File: config.mk
export PLATFORM = sky130hd
export DESIGN_NAME = mem_arbiter
export DESIGN_NICKNAME = d
export VERILOG_FILES = /design/src/rtl/mem_arbiter.sv
export SDC_FILE = /design/constraint.sdc
export NUM_CORES = 1
export LEC_CHECK = 0
export ABC_AREA = 0
export CAP_MARGIN = 30
export CORE_UTILIZATION = 33
export DETAILED_ROUTE_END_ITERATION = 8
export GPL_ROUTABILITY_DRIVEN = 0
export GPL_TIMING_DRIVEN = 0
export PLACE_DENSITY = 0.89
export SYNTH_ARGS = -nofsm -noshare
export SYNTH_HDL_FRONTEND = slang
export SYNTH_SLANG_ARGS = --single-unit
File: constraint.sdc
create_clock -name clk -period 1.9 [get_ports clk]
set_input_delay 0.38 -clock clk [delete_from_list [all_inputs] [get_ports clk]]
set_output_delay 0.38 -clock clk [all_outputs]
set_load 0.02 [all_outputs]
File: src/rtl/mem_arbiter.sv
// -----------------------------------------------------------------------------
// mem_arbiter
//
// Two-requester access arbiter for a single-port data RAM. The CPU data port
// and an optional debug port compete for the RAM; each granted access
// takes one ISSUE cycle, where the RAM strobes are driven, followed by one
// RESP cycle, where the read data is returned together with a one-cycle
// completion pulse.
//
// Optional feature macro: MEM_ARB_DBG_EN
//   defined   : debug port and round-robin arbitration are built.
//   undefined : dbg_* inputs are ignored, dbg_ack/dbg_rdata are tied low and
//               only the CPU path exists, with identical CPU timing.
//
// Ports
//   clk        rising-edge clock
//   rst_n      synchronous active-low reset
//   cpu_req    CPU access request
//   cpu_we     CPU write enable (1 = write, 0 = read)
//   cpu_addr   CPU word address
//   cpu_wdata  CPU write data
//   cpu_ready  one-cycle CPU completion pulse
//   cpu_rdata  CPU read data, valid while cpu_ready = 1, otherwise 0
//   dbg_req    debug access request
//   dbg_we     debug write enable
//   dbg_addr   debug word address
//   dbg_wdata  debug write data
//   dbg_ack    one-cycle debug completion pulse
//   dbg_rdata  debug read data, valid while dbg_ack = 1, otherwise 0
//   mem_en     registered RAM enable (high for exactly the ISSUE cycle)
//   mem_we     registered RAM write strobe
//   mem_addr   registered RAM address
//   mem_wdata  registered RAM write data
//   mem_rdata  RAM read data, valid one cycle after a read enable
//   arb_busy   high whenever the FSM is not IDLE
// -----------------------------------------------------------------------------
`timescale 1ns/1ps

module mem_arbiter #(
    parameter int ADDR_W = 10,
    parameter int DATA_W = 16
) (
    input  logic              clk,
    input  logic              rst_n,
    input  logic              cpu_req,
    input  logic              cpu_we,
    input  logic [ADDR_W-1:0] cpu_addr,
    input  logic [DATA_W-1:0] cpu_wdata,
    output logic              cpu_ready,
    output logic [DATA_W-1:0] cpu_rdata,
    input  logic              dbg_req,
    input  logic              dbg_we,
    input  logic [ADDR_W-1:0] dbg_addr,
    input  logic [DATA_W-1:0] dbg_wdata,
    output logic              dbg_ack,
    output logic [DATA_W-1:0] dbg_rdata,
    output logic              mem_en,
    output logic              mem_we,
    output logic [ADDR_W-1:0] mem_addr,
    output logic [DATA_W-1:0] mem_wdata,
    input  logic [DATA_W-1:0] mem_rdata,
    output logic              arb_busy
);

    typedef enum logic [2:0] {
        IDLE      = 3'd0,
        ISSUE_CPU = 3'd1,
`ifdef MEM_ARB_DBG_EN
        RESP_CPU  = 3'd2,
        ISSUE_DBG = 3'd3,
        RESP_DBG  = 3'd4
`else
        RESP_CPU  = 3'd2
`endif
    } state_t;

    state_t state_r;
    state_t state_nxt_s;
    logic   arb_open_s;
    logic   grant_cpu_s;

`ifdef MEM_ARB_DBG_EN
    // prio_r points at the requester that was NOT granted last.
    localparam logic PRIO_CPU = 1'b0;
    localparam logic PRIO_DBG = 1'b1;

    logic prio_r;
    logic grant_dbg_s;
`else
    // Debug inputs have no function in this build; fold them into one
    // deliberately unused net so they are visibly accounted for.
    logic dbg_unused_s;
    assign dbg_unused_s = ^{dbg_req, dbg_we, dbg_addr, dbg_wdata};
`endif

    // Arbitration is open in IDLE and in every RESP state so that a new
    // access can be granted back-to-back with the previous response.
    always_comb begin
        arb_open_s = 1'b0;
        case (state_r)
            IDLE:     arb_open_s = 1'b1;
            RESP_CPU: arb_open_s = 1'b1;
`ifdef MEM_ARB_DBG_EN
            RESP_DBG: arb_open_s = 1'b1;
`endif
            default:  arb_open_s = 1'b0;
        endcase
    end

`ifdef MEM_ARB_DBG_EN
    // Round-robin grant: the priority pointer only matters on a tie; a lone
    // requester always wins.
    always_comb begin
        grant_cpu_s = 1'b0;
        grant_dbg_s = 1'b0;
        if (arb_open_s) begin
            if (cpu_req && dbg_req) begin
                if (prio_r == PRIO_DBG) begin
                    grant_dbg_s = 1'b1;
                end else begin
                    grant_cpu_s = 1'b1;
                end
            end else if (cpu_req) begin
                grant_cpu_s = 1'b1;
            end else if (dbg_req) begin
                grant_dbg_s = 1'b1;
            end else begin
                grant_cpu_s = 1'b0;
            end
        end else begin
            grant_cpu_s = 1'b0;
        end
    end
`else
    // Only the CPU can be granted in this build.
    always_comb begin
        grant_cpu_s = 1'b0;
        if (arb_open_s) begin
            grant_cpu_s = cpu_req;
        end else begin
            grant_cpu_s = 1'b0;
        end
    end
`endif

    // Next-state logic: ISSUE always advances to its RESP state; every
    // arbitration state goes to the winner's ISSUE state or back to IDLE.
    // Grants are forced low outside arbitration states, so an illegal
    // encoding falls through to IDLE.
    always_comb begin
        state_nxt_s = IDLE;
        case (state_r)
            ISSUE_CPU: state_nxt_s = RESP_CPU;
`ifdef MEM_ARB_DBG_EN
            ISSUE_DBG: state_nxt_s = RESP_DBG;
`endif
            default: begin
                if (grant_cpu_s) begin
                    state_nxt_s = ISSUE_CPU;
`ifdef MEM_ARB_DBG_EN
                end else if (grant_dbg_s) begin
                    state_nxt_s = ISSUE_DBG;
`endif
                end else begin
                    state_nxt_s = IDLE;
                end
            end
        endcase
    end

    // State register plus all registered outputs. RAM strobes are loaded on
    // the grant edge so requester fields are don't-care from then on.
    always_ff @(posedge clk) begin
        if (!rst_n) begin
            state_r   <= IDLE;
            mem_en    <= 1'b0;
            mem_we    <= 1'b0;
            mem_addr  <= {ADDR_W{1'b0}};
            mem_wdata <= {DATA_W{1'b0}};
            cpu_ready <= 1'b0;
            arb_busy  <= 1'b0;
`ifdef MEM_ARB_DBG_EN
            prio_r    <= PRIO_CPU;
            dbg_ack   <= 1'b0;
`endif
        end else begin
            state_r   <= state_nxt_s;
            arb_busy  <= (state_nxt_s != IDLE);
            cpu_ready <= (state_nxt_s == RESP_CPU);
`ifdef MEM_ARB_DBG_EN
            dbg_ack   <= (state_nxt_s == RESP_DBG);
            mem_en    <= grant_cpu_s | grant_dbg_s;
`else
            mem_en    <= grant_cpu_s;
`endif
            if (grant_cpu_s) begin
                mem_we    <= cpu_we;
                mem_addr  <= cpu_addr;
                mem_wdata <= cpu_wdata;
`ifdef MEM_ARB_DBG_EN
                prio_r    <= PRIO_DBG;
            end else if (grant_dbg_s) begin
                mem_we    <= dbg_we;
                mem_addr  <= dbg_addr;
                mem_wdata <= dbg_wdata;
                prio_r    <= PRIO_CPU;
`endif
            end else begin
                // Write strobe only lives for the ISSUE cycle; address and
                // data simply hold.
                mem_we    <= 1'b0;
            end
        end
    end

    // RAM data arrives during the RESP cycle itself, so the read data path
    // is a gated pass-through qualified by the registered pulse.
    assign cpu_rdata = cpu_ready ? mem_rdata : {DATA_W{1'b0}};

`ifdef MEM_ARB_DBG_EN
    assign dbg_rdata = dbg_ack ? mem_rdata : {DATA_W{1'b0}};
`else
    assign dbg_ack   = 1'b0;
    assign dbg_rdata = {DATA_W{1'b0}};
`endif

endmodule

### Word-level counts from Yosys, hierarchy flattened

Cells that the tools add are included.

| word-level totals | value |
|---|---|
| flip-flop bits (word level) | 33 |
| latch bits | 0 |
| RAM bits | 0 |
| ROM bits | 0 |
| bits of input ports | 74 |
| word-level logic and storage cells | 19 |
| memories kept | 0 |

| cells by class | value |
|---|---|
| add/subtract/negate cells | 0 |
| multiply operators | 0 |
| div/mod/pow operators | 0 |
| $lt $le $gt $ge | 0 |
| equal/unequal tests | 3 |
| shift operators | 0 |
| muxes and demuxes | 5 |
| bitwise operators | 0 |
| reduce and logical (&&, ||, !) cells | 4 |

Operator list:

| kind | number |
|---|---|
| 16-bit 2-to-1 mux | 1 |
| 3-bit by 2-bit == test with 1-bit output (second input constant) | 2 |
| 3-bit by 1-bit == test with 1-bit output (second input constant) | 1 |
| 3-bit logical NOT | 1 |
| 1-bit 2-to-1 mux | 3 |
| 3-bit nonzero test | 1 |
| 2-bit 2-to-1 mux | 1 |
| 2-bit AND reduction | 1 |
| 2-bit OR reduction | 1 |

### Longest topological paths before layout

Gate-level depths: netlist of the first run.

| depth | value |
|---|---|
| depth after elaboration | 7 |
| mapped depth | 4 |

### Least setup slack after synthesis of the first run

OpenSTA, ideal clock, no wires.

| path | value |
|---|---|
| kind | register to output |
| start | register cpu_ready |
| end | output port cpu_rdata[10] |
| data arrival time | 973 ps |
| required time | 1520 ps |
| path slack | 547 ps |
| cell stages (with the launch flop) | 3 |
| buffers on the path | 1 |
| cell sequence | dfxtp_1 clkbuf_1 and2_1 |

| on the way | value |
|---|---|
| longest elaborated chain between the ends | 1 |

Ends and longest elaborated chain:

| element | line | RTL |
|---|---|---|
| start: declaration | 49 | `output logic cpu_ready,` |
| start signal: assignment | 189 | `cpu_ready <= (state_nxt_s == RESP_CPU);` |
| 16-bit 2-to-1 mux | 218 | `assign cpu_rdata = cpu_ready ? mem_rdata : {DATA_W{1'b0}};` |
| end: declaration | 50 | `output logic [DATA_W-1:0] cpu_rdata,` |

No other way between the ends.

### Worst setup path in the final report of the first run

| path | value |
|---|---|
| start | register cpu_ready |
| end | output port cpu_rdata[2] |

The elaborated chain is that of the path after synthesis.

==> results of run 1 <==
## kinds of logic after synthesis
| logic type | after synthesis | synth area share |
|---|---|---|
| compound gates | 1 | 0.005161 |
| buf+inv | 28 | 0.1582 |
| flops | 31 | 0.4265 |
| mux | 26 | 0.1788 |
| other cells | 1 | 0.002577 |
| simple gates | 74 | 0.2287 |
## final cells by class
| type | instances | area (um^2) |
|---|---|---|
| Fill cell | 372 | 1569 |
| Buffer | 28 | 231.5 |
| Tap cell | 50 | 62.56 |
| Multi-Input combinational cell | 118 | 664.4 |
| Clock inverter | 2 | 12.51 |
| Clock buffer | 6 | 72.57 |
| Sequential cell | 31 | 621.8 |
| Timing Repair Buffer | 90 | 880.8 |
## sequential cells by signal, summed over array words and instances, names as in the netlist
name and flops:
arb_busy 1, cpu_ready 1, mem_addr 10, mem_en 1, mem_wdata 16, mem_we 1
state_r 1
## routing by layer
| layer | vias to the layer above | global-route usage | routed length [um] |
|---|---|---|---|
| met5 | - | 0 | 0 |
| met4 | 0 | 0.07292 | 46 |
| met3 | 4 | 0.05000 | 433 |
| met2 | 74 | 0.2966 | 1782 |
| met1 | 584 | 0.1730 | 1328 |
| li1 | 693 | - | - |
## how the worst min path moves through the flow
stage                   to  slack (ns)
2_1_floorplan  mem_addr[0]        0.52
3_3_place_gp   mem_addr[3]        0.44
3_5_place_dp   mem_addr[3]        0.45
4_1_cts        mem_addr[5]        0.38
5_1_grt        mem_addr[3]        0.42
6_report       mem_addr[5]        0.39
## worst register-to-register path: cells and delay by family, from the launching register on
family                 cells  cell delay, ns
buffers and inverters      2            0.30
flip-flops                 1            0.31
multiplexers               1            0.20
AND/OR/NAND/NOR            1            0.13
## cells in the final DEF (no fill, tap or decap), drive strengths merged
master,Yosys,final
and3,1,1
mux2i,26,26
conb,1,17
and2,19,19
dlygate4sd2,0,16
nand2,52,52
clkinv,0,1
o21a,1,1
clkbuf,2,8
clkinvlp,0,1
nor2b,2,2
clkdlybuf4s50,0,74
dfxtp,31,31
buf,26,26
## power breakdown
group,switching [mW],total [mW],internal (mW),leakage (nW)
clock,0.237,0.492,0.255,0.0412
sequential,0.0214,0.714,0.693,0.256
combinational,0.188,0.426,0.238,0.899
total,0.446,1.63,1.19,1.20
## stage by stage
stage / utilization / instances / TNS [ns] / hold slack [ns]
after floorplan: - / 177 / 0 / 0.5221
after global placement: 0.6023 / 317 / -0.2991 / 0.4423
after detailed placement: 0.6023 / 317 / -0.4205 / 0.4507
after CTS: 0.6187 / 325 / 0 / 0.3781
after global routing: 0.6187 / 325 / 0 / 0.4157
final: 0.6187 / 325 / 0 / 0.3910
==> key figures, run 1 <==
Worst setup path
  – Crit path depth: 3
  – Reg2Reg Depth: 4
  – CP max stage cell: dfxtp_2
  – Critical path cell sequence: clkbuf_2, and2_1, dlygate4sd2_1
  – Crit Path Max Fanout: 10
  – R2r endpoint: mem_wdata[12]
  – CP endpoint kind: primary output
  – Reg2reg start: state_r[0]
  – Largest delay contributor family on the critical path: buffers and inverters
  – Worst setup path startpoint: cpu_ready
  – Slowest stage delay, CP: 0.40 ns
  – Buf/Inv on CP: 2
  – CP Class: reg -> out
  – Required time of the critical path: 1.52 ns
  – Worst reg2reg setup slack: 0.90 ns
  – WP data arrival: 1.33 ns
  – Startpoint types: flip-flop
  – Setup crit end: cpu_rdata[2]

Synthesis
  – Number of flops mapped to enable cells by yosys: 0
  – Sequential-to-total area share from yosys stat: 0.4265
  – Asr flop ratio synth: 0
  – Avg Inst Size Synth: 9.038 um^2
  – Post-Syn Instances: 161
  – Synth top area cells: dfxtp_1, mux2i_1, nand2_1
  – Top FF cell, synth: dfxtp_1
  – Synthesized area: 0.001455 mm^2
  – Most frequent cell after synthesis: nand2_1
  – #FFs+latches synth: 31
  – Synth top area share: 0.4265
  – Yosys cell types: 15
  – Top cells by instance count after synthesis: nand2_1, dfxtp_1, mux2i_1
  – YS warnings: 0
  – Largest area contributor in the netlist: dfxtp_1

Floorplan
  – Die Span X: 68.41 um
  – Die Y: 68.41 um
  – Core Area: 0.004115 mm^2
  – I/O Pins: 137
  – Initial Util: 0.3536
  – Die ar.: 0.004679 mm^2
  – Core Rows: 23

Routing
  – Pre-antenna DRT Iters: 4
  – Drt initial violations: 23
  – Routed Antenna Nets: 0
  – Via density per instance: 4.169
  – DRC: 0
  – WL per Instance: 11.05 um
  – WL final: 3.591 mm
  – Routed via count: 1355

Global routing
  – Vias in the first global route: 1264
  – First-pass GRT wire length: 5.568 mm
  – GRT Util Overall: 0.1642
  – Grt ovf: 0
  – Initial antenna violation count: 0
  – Largest net degree at the start of global routing: 11

Final layout
  – Area delta synth->final: 74.98%
  – Layout cells sized above 1: 0.1309
  – Final instance area: 0.002546 mm^2
  – Final #Nets: 348
  – # diodes: 0

Clock tree
  – TritonCTS clock tree: yes
  – Clock buffers created by TritonCTS: 5
  – H-tree lvl count: 2
  – Hold Buf Count CTS: 0
  – CTS sink cnt: 31
  – Cts repair resizes: 18
  – Clk_lat worst skew: 0.27 ns
  – CTS root buffer: clkbuf_8
  – Setup Buffers After CTS: 0
  – CTS max path bufs: 2
  – Clock-pin slew on the worst setup and hold paths: 0.06 ns

Placed design
  – DP Area: 0.002479 mm^2
  – DP Worst Slack: -0.05227 ns
  – Port bufs: 90
  – Detailed Place HPWL: 2.803 mm

Timing
  – Fin crit share: 0.9025
  – Worst setup margin: 0.1852 ns
  – F_max: 583.1 MHz
  – Final Hold Fails: 0
  – Clk_skew: 0.003694 ns
  – Final Setup Violations: 0
  – Fin. max-slew vios: 0
  – Minimum clock period: 1.715 ns
  – Unrepaired setup endpoints after global routing: false

Min path
  – Beginning of the worst hold path: rst_n
  – Hold crit path type: in -> reg
  – WHS Path Cells: 3

Job
  – Max-cap violation count: 0

Power and ir drop
  – Final Total Pwr: 1.632 mW
  – Leak: 1.196 nW
  – Power per cell area: 641.1 mW/mm^2
  – Max rail drop VDD: 0.3748 mV

Outcome
  – Outcome: finished clean
No activity file was read; power rests on OpenSTA's default activity.
==> run 2: changes to the inputs <==
--- a/config.mk
+++ b/config.mk
@@ -12,6 +12,7 @@
 export GPL_ROUTABILITY_DRIVEN = 0
 export GPL_TIMING_DRIVEN = 0
 export PLACE_DENSITY = 0.89
+export REMOVE_ABC_BUFFERS = 1
 export SYNTH_ARGS = -nofsm -noshare
 export SYNTH_HDL_FRONTEND = slang
 export SYNTH_SLANG_ARGS = --single-unit
==> run 2 against run 1 <==
Against the previous run:
- combinational power is 11% lower
- global-route usage is 2.7 points lower
- clock power is 14% higher
- non-clock buffer count is 26 lower
- first-iteration DRC count is 26% higher
- utilization is 4.5 points lower
- critical path depth is 2 lower
- clock skew hardly changed
- die area stayed put
- power is 1.3% higher
==> key figures, run 2 (synthesized netlist as in run 1, its figures left out) <==
Min path
  – Hold crit path type: reg -> reg
  – Beginning of the worst hold path: mem_addr[2]
  – WHS Path Cells: 2
  – Worst hold endpoint: mem_addr[2]

Final layout
  – Most frequent cells in the layout: clkdlybuf4s50_1, nand2_1, dfxtp_1, mux2i_1, and2_1
  – Area delta synth->final: 62.34%
  – Finished Layout Cells: 299
  – Largest register by flop count: mem_wdata
  – Final #Nets: 322
  – Layout cells sized above 1: 0.04418
  – Largest registers: mem_wdata: 16 flops, mem_addr: 10 flops
  – Number of flip-flops in the largest register: 16
  – Final instance area: 0.002362 mm^2
  – # diodes: 0
  – Most common cell after layout, fill and taps aside: clkdlybuf4s50_1
  – Fillers: 377
  – Final Util: 0.5740

Timing
  – Minimum clock period: 1.736 ns
  – Final Setup Violations: 0
  – Fin crit share: 0.9136
  – Tightest Pin Transition: 0.8894 ns
  – Fin. max-slew vios: 0
  – Unrepaired setup endpoints after global routing: false
  – Slew HR: 0.4070
  – Worst setup margin: 0.1642 ns
  – Final Hold Fails: 0
  – Final TNS setup: 0 ns
  – F_max: 576.1 MHz
  – Clk_skew: 0.003334 ns

Floorplan
  – Core Area: 0.004115 mm^2
  – Initial Util: 0.3536
  – I/O Pins: 137
  – Die ar.: 0.004679 mm^2
  – Core Rows: 23
  – Die Span X: 68.41 um
  – Die Y: 68.41 um

Global routing
  – GRT Util Overall: 0.1375
  – Grt ovf: 0
  – Initial antenna violation count: 0
  – Largest net degree at the start of global routing: 58
  – Vias in the first global route: 1093
  – First-pass GRT wire length: 4.712 mm

Worst setup path
  – Startpoint types: flip-flop
  – Largest delay contributor family on the critical path: buffers and inverters
  – Reg2Reg Depth: 3
  – Crit Path Max Fanout: 18
  – Worst reg2reg setup slack: 0.86 ns
  – Required time of the critical path: 1.52 ns
  – Buf/Inv on CP: 1
  – CP endpoint kind: primary output
  – Reg2reg start: state_r[0]
  – R2r endpoint: mem_addr[8]
  – CP Class: reg -> out
  – CP max stage cell: clkdlybuf4s50_1
  – Slowest stage delay, CP: 0.64 ns
  – WP data arrival: 1.36 ns
  – Critical path cell sequence: clkdlybuf4s50_1

Routing
  – Via density per instance: 4.288
  – Routed Antenna Nets: 0
  – WL per Instance: 10.41 um
  – Pre-antenna DRT Iters: 3
  – WL final: 3.114 mm
  – Drt initial violations: 29
  – DRC: 0
  – Routed via count: 1282

Power and ir drop
  – Max rail drop VDD: 0.4955 mV
  – Power per cell area: 700.3 mW/mm^2
  – Leak: 1.072 nW

Clock tree
  – H-tree lvl count: 2
  – TritonCTS clock tree: yes
  – Hold Buf Count CTS: 0
  – CTS max path bufs: 2
  – CTS root buffer: clkbuf_8
  – Clock-pin slew on the worst setup and hold paths: 0.06 ns
  – Clock buffers created by TritonCTS: 5
  – Clk_lat worst skew: 0.27 ns
  – CTS sink cnt: 31

Placed design
  – Detailed Place HPWL: 2.302 mm
  – Dpl cells: 291
  – Port bufs: 91
  – DP Area: 0.002281 mm^2
  – DP Worst Slack: -0.04462 ns

Outcome
  – Outcome: finished clean

Job
  – Max-cap violation count: 0
run 2: changes by cell type in the layout (fill, tap and decap cells not counted), sizes merged:
cell,before,now
buf,26,2
clkinv,1,0
clkinvlp,1,0
run 2: per-stage QoR:
stage | power [mW] | hold slack (ns)
2_1_floorplan | 0.8974 | 0.4976
3_3_place_gp | 1.110 | 0.4409
3_5_place_dp | 1.115 | 0.4493
4_1_cts | 1.683 | 0.4582
5_1_grt | 1.749 | 0.4743
6_report | 1.654 | 0.4523
run 2: final cells by class:
| class | instances | area [um^2] | area share |
|---|---|---|---|
| tap | 50 | 62.56 | 0.02648 |
| clock buffer | 8 | 100.1 | 0.04237 |
| timing repair buffer | 92 | 905.9 | 0.3835 |
| sequential | 31 | 621.8 | 0.2632 |
| multi-input combinational | 118 | 671.9 | 0.2844 |
run 2: routing by layer:
layer  wire length, um  vias up  global-route usage
met5                 0        -                   0
met4                25        0             0.05469
met3               400        5             0.06333
met2              1514       80              0.2439
met1              1173      556              0.1380
li1                  -      641                   -
run 2: repair_timing:
action,4_1_cts,5_1_grt
resized for setup,17,0
endpoints found under the setup margin,17,0
buffers inserted,0,0
run 2: how the worst max path moves through the flow:
stage,from,endpoint,slack (ns),depth (start not counted)
global route,cpu_ready,cpu_ready,0.07,1
CTS,cpu_ready,cpu_ready,0.13,1
floorplan,cpu_req,mem_addr[0],-0.61,2
finish,cpu_ready,cpu_ready,0.16,1
global placement,cpu_req,mem_wdata[1],-1.73,3
detailed placement,mem_rdata[12],cpu_rdata[12],-0.04,3
run 2: where the power goes:
group	internal, mW	switching (mW)	total (mW)	leakage, nW
clock network	0.330	0.231	0.562	0.0515
logic	0.200	0.178	0.378	0.765
registers	0.693	0.0220	0.715	0.256
total	1.22	0.431	1.65	1.07
==> run 3: changes to the inputs <==
--- a/config.mk
+++ b/config.mk
@@ -6,7 +6,6 @@
 export NUM_CORES = 1
 export LEC_CHECK = 0
 export ABC_AREA = 0
-export CAP_MARGIN = 30
 export CORE_UTILIZATION = 33
 export DETAILED_ROUTE_END_ITERATION = 8
 export GPL_ROUTABILITY_DRIVEN = 0
==> results of run 3 <==
Same layout as run 2: the final DEF is identical, and so are final timing and power.
